==> config.mk <==
export PLATFORM = sky130hd
export DESIGN_NAME = bs_out_wb_ctrl
export DESIGN_NICKNAME = d
export VERILOG_FILES = /design/src/rtl/bs_pkg.sv /design/src/rtl/bs_wb_fifo.sv /design/src/rtl/bs_out_wb_ctrl.sv
export SDC_FILE = /design/constraint.sdc
export NUM_CORES = 1
export LEC_CHECK = 0
export CORE_AREA = 3 3 564 566
export DETAILED_ROUTE_END_ITERATION = 10
export DIE_AREA = 0 0 567 569
export PLACE_DENSITY_LB_ADDON = 0.1
export SYNTH_ARGS = -nofsm -noshare
export SYNTH_HDL_FRONTEND = slang
export SYNTH_SLANG_ARGS = --single-unit
==> constraint.sdc <==
create_clock -name clk -period 8.8 [get_ports clk]
set_clock_uncertainty 0.1 [all_clocks]
set_input_delay 1.32 -clock clk [delete_from_list [all_inputs] [get_ports clk]]
set_output_delay 1.32 -clock clk [all_outputs]
set_load 0.1 [all_outputs]
==> src/rtl/bs_pkg.sv <==
// Shared definitions for the output-buffer write-back path: FSM state
// encoding, core read latency and FIFO entry packing.
package bs_pkg;

  typedef enum logic [1:0] {
    IDLE  = 2'd0,
    RUN   = 2'd1,
    DRAIN = 2'd2,
    DONE  = 2'd3
  } wb_state_e;

  // Cycles from address issue to data on bs_out_wb_data:
  // one buffer read cycle plus one core output register.
  localparam int unsigned BS_RD_LAT    = 2;
  localparam int unsigned BS_WB_DATA_W = 128;

  // FIFO entry layout: {last, data}.
  function automatic logic [BS_WB_DATA_W:0] wb_entry_pack(
    input logic [BS_WB_DATA_W-1:0] data,
    input logic                    last
  );
    return {last, data};
  endfunction

endpackage

==> src/rtl/bs_wb_fifo.sv <==
// Skid FIFO for write-back beats. DEPTH must be a power of two so the
// pointers wrap naturally. A push into a full FIFO is dropped rather than
// corrupting an unread entry; the controller never issues enough reads
// for that to happen.
module bs_wb_fifo #(
  parameter int unsigned DEPTH = 4,
  parameter int unsigned WIDTH = 129
) (
  input  logic                       clk,
  input  logic                       rst_n,
  input  logic                       push,
  input  logic [WIDTH-1:0]           push_data,
  input  logic                       pop,
  output logic [WIDTH-1:0]           rd_data,
  output logic                       empty,
  output logic [$clog2(DEPTH):0]     count
);

  localparam int unsigned AW = $clog2(DEPTH);
  localparam int unsigned CW = AW + 1;

  logic [WIDTH-1:0] mem_r [DEPTH];
  logic [AW-1:0]    wr_ptr_r;
  logic [AW-1:0]    rd_ptr_r;
  logic [CW-1:0]    count_r;
  logic             full_s;
  logic             push_ok_s;
  logic             pop_ok_s;

  assign full_s    = (count_r == CW'(DEPTH));
  assign empty     = (count_r == {CW{1'b0}});
  assign push_ok_s = push & ~full_s;
  assign pop_ok_s  = pop & ~empty;
  assign rd_data   = mem_r[rd_ptr_r];
  assign count     = count_r;

  // Pointer and occupancy tracking; push+pop together leaves count unchanged.
  always_ff @(posedge clk or negedge rst_n) begin
    if (!rst_n) begin
      wr_ptr_r <= {AW{1'b0}};
      rd_ptr_r <= {AW{1'b0}};
      count_r  <= {CW{1'b0}};
    end else begin
      if (push_ok_s) wr_ptr_r <= wr_ptr_r + AW'(1);
      if (pop_ok_s)  rd_ptr_r <= rd_ptr_r + AW'(1);
      case ({push_ok_s, pop_ok_s})
        2'b10:   count_r <= count_r + CW'(1);
        2'b01:   count_r <= count_r - CW'(1);
        default: count_r <= count_r;
      endcase
    end
  end

  // Entry storage; contents need no reset because occupancy gates visibility.
  always_ff @(posedge clk) begin
    if (push_ok_s) mem_r[wr_ptr_r] <= push_data;
  end

endmodule

==> src/rtl/bs_out_wb_ctrl.sv <==
// Output-buffer write-back controller: walks word x group addresses of one
// ping-pong half, captures the core read data after BS_RD_LAT cycles into a
// skid FIFO and streams it out on an AXI-Stream style port.
// Optional feature macro: HW_BS_WB_STALL_CNT_EN (backpressure stall counter).
module bs_out_wb_ctrl
  import bs_pkg::*;
#(
  parameter int unsigned BS_COLS          = 128,
  parameter int unsigned BS_OUT_BUF_DEPTH = 9,
  parameter int unsigned WB_FIFO_DEPTH    = 4
) (
  input  logic                                  clk,
  input  logic                                  rst_n,
  input  logic                                  wb_start,
  input  logic [BS_OUT_BUF_DEPTH:0]             cfg_num_words,
  input  logic [3:0]                            cfg_num_grps,
  input  logic                                  cfg_buf_sel,
  output logic [2:0]                            bs_out_buf_wb_en,
  output logic [BS_COLS*BS_OUT_BUF_DEPTH-1:0]   bs_out_buf_wb_addr,
  output logic                                  bs_out_buf_wb_sel,
  input  logic [127:0]                          bs_out_wb_data,
  output logic [127:0]                          m_axis_wb_tdata,
  output logic                                  m_axis_wb_tvalid,
  output logic                                  m_axis_wb_tlast,
  input  logic                                  m_axis_wb_tready,
  output logic                                  wb_busy,
  output logic                                  wb_done,
  output logic [31:0]                           wb_stall_cnt
);

  localparam int unsigned CW = $clog2(WB_FIFO_DEPTH) + 1;
  localparam int unsigned PW = BS_RD_LAT + 1;
  localparam int unsigned WW = BS_OUT_BUF_DEPTH + 1;

  wb_state_e                   state_r, state_n_s;
  logic [WW-1:0]               num_words_r;
  logic [3:0]                  num_grps_r;
  logic [WW-1:0]               word_cnt_r;
  logic [3:0]                  grp_cnt_r;
  logic [2:0]                  en_r;
  logic [BS_OUT_BUF_DEPTH-1:0] addr_r;
  logic                        sel_r;
  // pipe_r[0]: address on the bus this cycle; pipe_r[PW-1]: data valid now.
  logic [PW-1:0]               pipe_r;
  logic [PW-1:0]               last_pipe_r;

  logic                        issue_s;
  logic                        word_last_s;
  logic                        grp_last_s;
  logic                        can_issue_s;
  logic [CW:0]                 occ_s;
  logic                        start_ok_s;
  logic                        fifo_empty_s;
  logic [CW-1:0]               fifo_count_s;
  logic                        pop_s;
  logic [BS_WB_DATA_W:0]       rd_entry_s;

  assign start_ok_s  = (state_r == IDLE) & wb_start;
  assign word_last_s = ((word_cnt_r + WW'(1)) == num_words_r);
  assign grp_last_s  = ((grp_cnt_r + 4'd1) == num_grps_r);

  // Committed FIFO space: stored entries plus every read still in the pipe
  // (including the one captured this cycle). Issuing only while this is below
  // the depth means at most two reads are in flight beyond the capture slot
  // and the FIFO cannot overflow regardless of tready.
  always_comb begin
    occ_s = {1'b0, fifo_count_s};
    for (int i = 0; i < int'(PW); i++) begin
      occ_s = occ_s + {{CW{1'b0}}, pipe_r[i]};
    end
    can_issue_s = (occ_s < (CW+1)'(WB_FIFO_DEPTH));
  end

  // Next-state and issue decision.
  always_comb begin
    state_n_s = state_r;
    issue_s   = 1'b0;
    case (state_r)
      IDLE: begin
        if (wb_start) begin
          if ((cfg_num_words == {WW{1'b0}}) || (cfg_num_grps == 4'd0)) begin
            state_n_s = DONE;
          end else begin
            state_n_s = RUN;
          end
        end else begin
          state_n_s = IDLE;
        end
      end
      RUN: begin
        if (can_issue_s) begin
          issue_s = 1'b1;
          if (word_last_s && grp_last_s) begin
            state_n_s = DRAIN;
          end else begin
            state_n_s = RUN;
          end
        end else begin
          state_n_s = RUN;
        end
      end
      DRAIN: begin
        if ((pipe_r == {PW{1'b0}}) && fifo_empty_s) begin
          state_n_s = DONE;
        end else begin
          state_n_s = DRAIN;
        end
      end
      DONE:    state_n_s = IDLE;
      default: state_n_s = IDLE;
    endcase
  end

  // State register.
  always_ff @(posedge clk or negedge rst_n) begin
    if (!rst_n) begin
      state_r <= IDLE;
    end else begin
      state_r <= state_n_s;
    end
  end

  // Configuration latch and word/group iteration (group inner, word outer).
  always_ff @(posedge clk or negedge rst_n) begin
    if (!rst_n) begin
      num_words_r <= {WW{1'b0}};
      num_grps_r  <= 4'd0;
      sel_r       <= 1'b0;
      word_cnt_r  <= {WW{1'b0}};
      grp_cnt_r   <= 4'd0;
    end else if (start_ok_s) begin
      num_words_r <= cfg_num_words;
      num_grps_r  <= cfg_num_grps;
      sel_r       <= cfg_buf_sel;
      word_cnt_r  <= {WW{1'b0}};
      grp_cnt_r   <= 4'd0;
    end else if (issue_s) begin
      if (grp_last_s) begin
        grp_cnt_r  <= 4'd0;
        word_cnt_r <= word_cnt_r + WW'(1);
      end else begin
        grp_cnt_r  <= grp_cnt_r + 4'd1;
      end
    end
  end

  // Registered read request toward the core; holds between issues.
  always_ff @(posedge clk or negedge rst_n) begin
    if (!rst_n) begin
      en_r   <= 3'd0;
      addr_r <= {BS_OUT_BUF_DEPTH{1'b0}};
    end else if (issue_s) begin
      en_r   <= grp_cnt_r[2:0];
      addr_r <= word_cnt_r[BS_OUT_BUF_DEPTH-1:0];
    end
  end

  // In-flight read tracking with the matching last-beat flag.
  always_ff @(posedge clk or negedge rst_n) begin
    if (!rst_n) begin
      pipe_r      <= {PW{1'b0}};
      last_pipe_r <= {PW{1'b0}};
    end else begin
      pipe_r      <= {pipe_r[PW-2:0], issue_s};
      last_pipe_r <= {last_pipe_r[PW-2:0], issue_s & word_last_s & grp_last_s};
    end
  end

  assign pop_s = m_axis_wb_tvalid & m_axis_wb_tready;

  bs_wb_fifo #(
    .DEPTH (WB_FIFO_DEPTH),
    .WIDTH (BS_WB_DATA_W + 1)
  ) u_fifo (
    .clk       (clk),
    .rst_n     (rst_n),
    .push      (pipe_r[PW-1]),
    .push_data (wb_entry_pack(bs_out_wb_data, last_pipe_r[PW-1])),
    .pop       (pop_s),
    .rd_data   (rd_entry_s),
    .empty     (fifo_empty_s),
    .count     (fifo_count_s)
  );

  assign m_axis_wb_tvalid   = ~fifo_empty_s;
  assign m_axis_wb_tdata    = rd_entry_s[BS_WB_DATA_W-1:0];
  assign m_axis_wb_tlast    = rd_entry_s[BS_WB_DATA_W] & ~fifo_empty_s;
  assign bs_out_buf_wb_en   = en_r;
  assign bs_out_buf_wb_addr = {BS_COLS{addr_r}};
  assign bs_out_buf_wb_sel  = sel_r;
  assign wb_busy            = (state_r == RUN) | (state_r == DRAIN);
  assign wb_done            = (state_r == DONE);

`ifdef HW_BS_WB_STALL_CNT_EN
  logic [31:0] stall_cnt_r;

  // Saturating count of cycles a beat is offered but not accepted;
  // cleared when a new drain is accepted.
  always_ff @(posedge clk or negedge rst_n) begin
    if (!rst_n) begin
      stall_cnt_r <= 32'd0;
    end else if (start_ok_s) begin
      stall_cnt_r <= 32'd0;
    end else if (m_axis_wb_tvalid && !m_axis_wb_tready && (stall_cnt_r != 32'hFFFF_FFFF)) begin
      stall_cnt_r <= stall_cnt_r + 32'd1;
    end
  end

  assign wb_stall_cnt = stall_cnt_r;
`else
  assign wb_stall_cnt = 32'd0;
`endif

endmodule

==> results.txt, run 1 <==
----------------------------------------------------
[Outcome]
  Result of the run ... complete, no violations

[Yosys]
  Fraction of synthesized cell area in xor and xnor cells ... 0.00781
  Basic-gate share of the synthesized area counting and, or, nand and nor cells ... 0.0229
  Post-synthesis mux area share ... 0.0967
  Mean post-synth cell area ... around 14 µm²
  Post-synth EDFFs ... 516
  Synthesis-stage register bit count ... roughly 570
  Dominant combinational cell family by area after synthesis ... buffers and inverters
  Synthesis Warnings ... 0
  Fraction of the mapped netlist area in adder cells ... 0.00711
  Cell area after technology mapping ... 30,300 µm²
  Cells after Synth ... ~2,200
  Share of the yosys chip area belonging to registers ... 0.558
  Most common flop cell mapped by yosys ... sky130_fd_sc_hd__edfxtp_1
  Number of distinct library cells after synthesis ... 44
  Fraction of registers with async set/reset ... 0.0979
  Synth Area in Compound Gates ... 0.00752

[Worst hold path]
  Class of the tightest hold or removal check ... reg -> reg

[STA]
  Setup Viol. Count Final ... 0
  Actual slew at the worst max-slew pin ... 1.30 ns
  Final hold violation count ... 0
  Slew Viols, Final ... 0
  TNS Setup ... 0 ns
  Slew headroom ... 0.130
  Fin crit share ... 0.640
  Peak clock frequency supported by timing ... 178 MHz
  Unrepaired setup endpoints after global routing ... false
  Minimum clock period after layout ... 5.63 ns

[Critical path]
  Capturing element type of the critical path ... output pin
  Kind of start point of the critical path ... flop
  Required time reported for the critical path endpoint ... 7.38 ns
  Largest fanout of any net on the critical path ... 73
  Data arrival at the endpoint of the critical path ... 4.21 ns
  Critical path class ... reg -> out

[Drt]
  Vias per std cell ... 2.41
  Count of TritonRoute iterations in the first routing pass ... 4
  DRC violation count after routing ... 0
  Mean routed wirelength per cell ... ~18 µm
  Violation count after the first detailed-route iteration ... 726
  Number of nets with antenna violations after routing ... 0
  Final routed wirelength across all metal layers ... between 100,000 and 150,000 µm
  Routed vias ... 16,300

[Global route]
  Total routing resource utilization after global routing ... 0.0708
  Global-route wire length before repair ... 160,000 µm
  Largest net degree at the start of global routing ... 114
  Via count of the first global-routing pass ... 16,800
  Initial antenna violation count ... 45
  Overflow after GRT ... 0

[Clocking]
  Number of sinks handled by clock tree synthesis ... 572
  Number of buffers added for setup after CTS ... 0
  Number of buffers between clock root and the deepest sink ... 3
  Level count of the clock H-tree ... 3
  Clock-pin slew reported for the worst setup and hold paths after clock tree synthesis ... roughly 0.06 ns
  Source-to-sink clock delay at the later pin of the worst-skew pair ... between 0.6 and 0.7 ns
  TritonCTS clock tree ... done
  TritonCTS Buffers ... 69
  Number of cells upsized or downsized after cts ... 0
  Hold_buf cts ... 0
  Root Buffer ... sky130_fd_sc_hd__clkbuf_16

[Placement]
  Number of buffers added on ports ... 1,434
  Post-DP HPWL ... 87,300 µm
  Routability Congestion ... 0.678

[Die]
  DIE AREA ... 323,000 µm²
  CORE AREA ... 314,000 µm²
  Count of pins on the block boundary ... 1,467
  Height of the die ... 569 µm
  Starting density of the core ... 0.0963
  Count of standard-cell rows ... 206
  Die boundary width ... 567 µm

[Cells and area]
  Final Net Count ... 2,678
  Area growth syn-to-layout ... 43.1%
  Layout cells sized above 1 ... 0.104
  Most common cell after layout, fill and taps aside ... sky130_fd_sc_hd__clkdlybuf4s50_1
  Most used cells in the layout excluding fill and tap cells ... 1,425 x sky130_fd_sc_hd__clkdlybuf4s50_1, 516 x sky130_fd_sc_hd__edfxtp_1, 129 x sky130_fd_sc_hd__mux4_2

[Run]
  Max cap viols ... 0

----------------------------------------------------
metrics by stage:
step	area [µm²]	std cells	util	hold WS [ns]	worst slack, ns
after detailed placement	41200	6604	0.131	0.242	3.67
after global routing	43300	6727	0.138	0.262	2.83
final	43300	6740	0.138	0.251	3.17
after global placement	41200	6604	0.131	0.243	3.68
after CTS	43300	6725	0.138	0.256	2.95
after floorplan	30400	2204	-	0.231	3.95
sequential cells by signal (all words and copies together) (netlist names), 4 cells and up:
name / cells
addr_r: 9
num_grps_r: 4
num_words_r: 10
u_fifo.mem_r: 516
grp_cnt_r: 4
word_cnt_r: 10
synth_stat cells, drive strengths merged, types with 2 or more instances:
master  number  area [µm²]
nand4        3        18.8
a31oi        3        18.8
clkbuf      21        81.3
o211ai       4        30.0
dfrtp       56        1400
fa           2        40.0
nand3        5        25.0
xnor2       17         149
nor2        18        67.6
nor4         4        25.0
or4          4        30.0
buf       1197        8920
mux4       129        2910
nand2b       3        18.8
and2         7        43.8
or3          4        25.0
inv         17        63.8
nand2       91         342
nor2b        2        12.5
nor3         8        50.1
a21oi        9        45.0
edfxtp     516       15500
o21ai       13        65.1
mux2i        2        20.0
ha          14         175
xor2        10        87.6
cells by family after synthesis:
group                    after synthesis
AO/OA/AOI/OAI                         37
XOR/XNOR                              27
AND/OR/NAND/NOR                      154
flip-flops                           572
multiplexers                         131
other                                  1
adder cells (fa/ha/maj)               16
buffers and inverters               1235
final cells by class:
type	count	area [µm²]
fillers	34900	271000
inverters	17	63.8
repair buffers	1458	14600
clock inverters	26	144
well taps	4160	5200
clock buffers	95	1920
multi-input cells	397	4430
diodes	15	37.5
flip-flops and latches	572	16900
critical path, cell delays in order (launching register included):
cell and delay [ns]:
sky130_fd_sc_hd__dfrtp_4 1.09, sky130_fd_sc_hd__buf_12 0.52, sky130_fd_sc_hd__mux4_2 0.59, sky130_fd_sc_hd__clkdlybuf4s50_1 1.07
per-layer routing:
| layer | part of all wire | GRT usage |
|---|---|---|
| met1 | 0.38 | 0.0790 |
| met2 | 0.55 | 0.136 |
| met3 | 0.054 | 0.0170 |
| met4 | 0.017 | 0.0116 |
| met5 | 0.00021 | 0 |
path summary, 6_finish.rpt:
| check | endpoint | cells after the start | slack [ns] | start |
|---|---|---|---|---|
| min in group asynchronous | num_words_r[0] | 2 | 0.78 | rst_n |
| max reg2reg | u_fifo.mem_r[1][72] | 6 | 5.60 | u_fifo.count[0] |
| max | m_axis_wb_tdata[23] | 3 | 3.17 | u_fifo.rd_ptr_r[0] |
| max in group asynchronous | addr_r[7] | 2 | 7.16 | rst_n |
| min | last_pipe_r[1] | 0 | 0.25 | last_pipe_r[0] |
| min reg2reg | last_pipe_r[1] | 0 | 0.25 | last_pipe_r[0] |
Power of run 1 is left out: the tool's default activity adds up to more than one toggle a clock period on the data nets, which glitch-free logic cannot reach.
==> run 2, diff against run 1 <==
--- a/config.mk
+++ b/config.mk
@@ -5,9 +5,9 @@
 export SDC_FILE = /design/constraint.sdc
 export NUM_CORES = 1
 export LEC_CHECK = 0
-export CORE_AREA = 3 3 564 566
+export CORE_AREA = 3 3 578 580
 export DETAILED_ROUTE_END_ITERATION = 10
-export DIE_AREA = 0 0 567 569
+export DIE_AREA = 0 0 581 583
 export PLACE_DENSITY_LB_ADDON = 0.1
 export SYNTH_ARGS = -nofsm -noshare
 export SYNTH_HDL_FRONTEND = slang
==> constraint.sdc (replaced) <==
create_clock -name clk -period 4.9 [get_ports clk]
set_clock_uncertainty 0.1 [all_clocks]
set_input_delay 0.735 -clock clk [delete_from_list [all_inputs] [get_ports clk]]
set_output_delay 0.735 -clock clk [all_outputs]
set_load 0.1 [all_outputs]
==> results.txt, run 2 (synthesized netlist as in run 1, its figures left out) <==
----------------------------------------------------
[STA]
  TNS Setup ... 0 ns (unchanged)
  Fin crit share ... 0.845
  Setup Viol. Count Final ... 0 (unchanged)
  Peak clock frequency supported by timing ... 242 MHz
  Minimum clock period after layout ... around 4.1 ns
  Slew Viols, Final ... 0 (unchanged)
  Final hold violation count ... 0 (unchanged)
  Slew headroom ... 0.205 (was 0.130)
  Actual slew at the worst max-slew pin ... 1.19 ns (was 1.30 ns)
  Unrepaired setup endpoints after global routing ... false (unchanged)

[Critical path]
  Kind of start point of the critical path ... flop (unchanged)
  Buffers and inverters on the worst path ... 2 (unchanged)
  Largest stage delay, worst path ... 0.99 ns (was 1.09 ns)
  Slowest CP cell ... sky130_fd_sc_hd__clkdlybuf4s50_1 (was sky130_fd_sc_hd__dfrtp_4)
  Number of cells on the critical path ... 3 (unchanged)
  Required time reported for the critical path endpoint ... 4.07 ns (was 7.38 ns)
  Endpoint of the worst-slack reg-to-reg timing path ... state_r[1] (was u_fifo.mem_r[1][72])
  Capturing element type of the critical path ... output pin (unchanged)
  Critical path class ... reg -> out (unchanged)
  Crit path capture ... m_axis_wb_tdata[47] (was m_axis_wb_tdata[23])
  Reg-to-reg startpoint ... word_cnt_r[2] (was u_fifo.count[0])
  Largest fanout of any net on the critical path ... 23 (was 73)
  Cell Chain, Critical Path ... buf_12, mux4_2, clkdlybuf4s50_1 (unchanged)
  Worst R2R Setup Slack ... 2.00 ns (was 5.60 ns)
  Largest delay share family, worst path ... buffers and inverters (unchanged)
  Data arrival at the endpoint of the critical path ... 3.31 ns (was 4.21 ns)
  Launching element of the worst setup path ... u_fifo.rd_ptr_r[0] (unchanged)
  Path depth of the worst reg2reg path ... 6 (unchanged)

[Drt]
  Mean routed wirelength per cell ... 17.8 µm (was 18.1 µm)
  Number of nets with antenna violations after routing ... 0 (unchanged)
  Count of TritonRoute iterations in the first routing pass ... 4 (unchanged)
  Violation count after the first detailed-route iteration ... 547 (was 726)
  DRC violation count after routing ... 0 (unchanged)
  Final routed wirelength across all metal layers ... 124,000 µm (was 122,000 µm)
  Routed vias ... 16,300 (about the same)
  Vias per std cell ... 2.35 (was 2.41)

[Cells and area]
  Largest register FFs ... 516 (unchanged)
  Final Net Count ... 2,700 (was 2,678)
  Post-layout util ... 0.133 (was 0.138)
  Area growth syn-to-layout ... 44.5% (was 43.1%)
  Most used cells in the layout excluding fill and tap cells ... 1,317 x sky130_fd_sc_hd__clkdlybuf4s50_1, 516 x sky130_fd_sc_hd__edfxtp_1, 144 x sky130_fd_sc_hd__buf_4 (was 1,425 x sky130_fd_sc_hd__clkdlybuf4s50_1, 516 x sky130_fd_sc_hd__edfxtp_1, 129 x sky130_fd_sc_hd__mux4_2)
  Most common cell after layout, fill and taps aside ... sky130_fd_sc_hd__clkdlybuf4s50_1 (unchanged)
  Largest registers in the final layout ... u_fifo.mem_r x516, num_words_r x10, word_cnt_r x10 (unchanged)
  Layout cells sized above 1 ... 0.158 (was 0.104)
  Most flop-heavy register ... u_fifo.mem_r (unchanged)

[Worst hold path]
  Class of the tightest hold or removal check ... in -> async (was reg -> reg)

[Placement]
  Number of buffers added on ports ... 1,434 (unchanged)
  Routability Congestion ... 0.677 (was 0.678)
  Post-DP HPWL ... 91,100 µm (was 87,300 µm)

[Clocking]
  Number of buffers between clock root and the deepest sink ... 3 (unchanged)
  Hold_buf cts ... 0 (unchanged)
  Number of sinks handled by clock tree synthesis ... 572 (unchanged)
  Root Buffer ... sky130_fd_sc_hd__clkbuf_16 (unchanged)
  Number of cells upsized or downsized after cts ... 0 (unchanged)
  TritonCTS clock tree ... done (unchanged)
  TritonCTS Buffers ... 68 (was 69)
  Clock-pin slew reported for the worst setup and hold paths after clock tree synthesis ... 0.07 ns (was 0.06 ns)
  Level count of the clock H-tree ... 3 (unchanged)
  Source-to-sink clock delay at the later pin of the worst-skew pair ... 0.62 ns (was 0.63 ns)
  Number of buffers added for setup after CTS ... 0 (unchanged)

[Die]
  Height of the die ... 583 µm (was 569 µm)
  Die boundary width ... 581 µm (was 567 µm)
  DIE AREA ... 339,000 µm² (was 323,000 µm²)
  CORE AREA ... 330,000 µm² (was 314,000 µm²)
  Count of pins on the block boundary ... 1,467 (unchanged)
  Starting density of the core ... 0.0918 (was 0.0963)
  Count of standard-cell rows ... 211 (was 206)

[Global route]
  Global-route wire length before repair ... 162,000 µm (was 160,000 µm)
  Total routing resource utilization after global routing ... 0.0684 (was 0.0708)
  Overflow after GRT ... 0 (unchanged)
  Initial antenna violation count ... 43 (was 45)
  Via count of the first global-routing pass ... 17,000 (was 16,800)
  Largest net degree at the start of global routing ... 111 (was 114)

[Outcome]
  Result of the run ... complete, no violations (unchanged)

[Run]
  Max cap viols ... 0 (unchanged)

----------------------------------------------------
==> run 2: cell types whose count changed in the layout (fill, tap and decap cells not counted), moves of 2 or more <==
| cell | delta |
|---|---|
| sky130_fd_sc_hd__clkinv_1 | -3 |
| sky130_fd_sc_hd__clkdlybuf4s50_1 | -108 |
| sky130_fd_sc_hd__buf_4 | +117 |
| sky130_fd_sc_hd__clkbuf_1 | -7 |
| sky130_fd_sc_hd__clkinv_2 | +6 |
| sky130_fd_sc_hd__clkinv_4 | +2 |
| sky130_fd_sc_hd__clkinvlp_4 | -2 |
| sky130_fd_sc_hd__clkbuf_16 | -3 |
| sky130_fd_sc_hd__diode_2 | -6 |
| sky130_fd_sc_hd__bufinv_16 | +5 |
| sky130_fd_sc_hd__buf_12 | +14 |
==> run 2: through the flow <==
step	worst slack (ns)	cell area (µm²)	hold WS [ns]	cells
final	0.759	43700	0.151	6964
after global placement	1.31	41500	0.236	6833
after global routing	0.547	43700	0.167	6958
after detailed placement	1.31	41500	0.236	6833
after floorplan	0.441	30400	0.231	2204
after CTS	0.583	43700	0.129	6955
==> run 2: layout make-up <==
| cell class | instances | area (µm²) |
|---|---|---|
| fill | 36700 | 286000 |
| sequential | 572 | 16900 |
| timing repair buffer | 1481 | 14600 |
| tap | 4366 | 5460 |
| multi-input combinational | 397 | 4430 |
| clock buffer | 86 | 1830 |
| clock inverter | 36 | 338 |
| inverter | 17 | 63.8 |
| antenna | 9 | 22.5 |
==> run 2: routing by layer <==
layer / vias up / GRT usage / share of wire / wire length [µm]
met3: 157 / 0.0186 / 0.063 / 7780
met2: 825 / 0.129 / 0.54 / 66700
met1: 8236 / 0.0764 / 0.38 / 46900
met5: - / 0 / 0.00033 / 41
met4: 6 / 0.0132 / 0.019 / 2330
li1: 7108 / - / - / -
==> run 2: worst min path at each step <==
| stage | depth (start not counted) | slack [ns] | from | to |
|---|---|---|---|---|
| final | 1 | 0.15 | rst_n | u_fifo.wr_ptr_r[0] |
| after global routing | 1 | 0.17 | rst_n | last_pipe_r[1] |
| after CTS | 1 | 0.13 | rst_n | u_fifo.rd_ptr_r[0] |
| after detailed placement | 0 | 0.24 | last_pipe_r[1] | last_pipe_r[2] |
| after global placement | 0 | 0.24 | last_pipe_r[1] | last_pipe_r[2] |
| after floorplan | 0 | 0.23 | last_pipe_r[0] | last_pipe_r[1] |
==> run 2: worst reg2reg max path, cell delays in order, from the launching register on <==
cell and delay [ns]:
sky130_fd_sc_hd__dfrtp_1 0.58, sky130_fd_sc_hd__nand3_1 0.53, sky130_fd_sc_hd__or4_1 0.66, sky130_fd_sc_hd__a32oi_1 0.23
sky130_fd_sc_hd__o211ai_1 0.22, sky130_fd_sc_hd__nor3_2 0.36, sky130_fd_sc_hd__o31a_1 0.16
Power of run 2 is left out for the same reason.
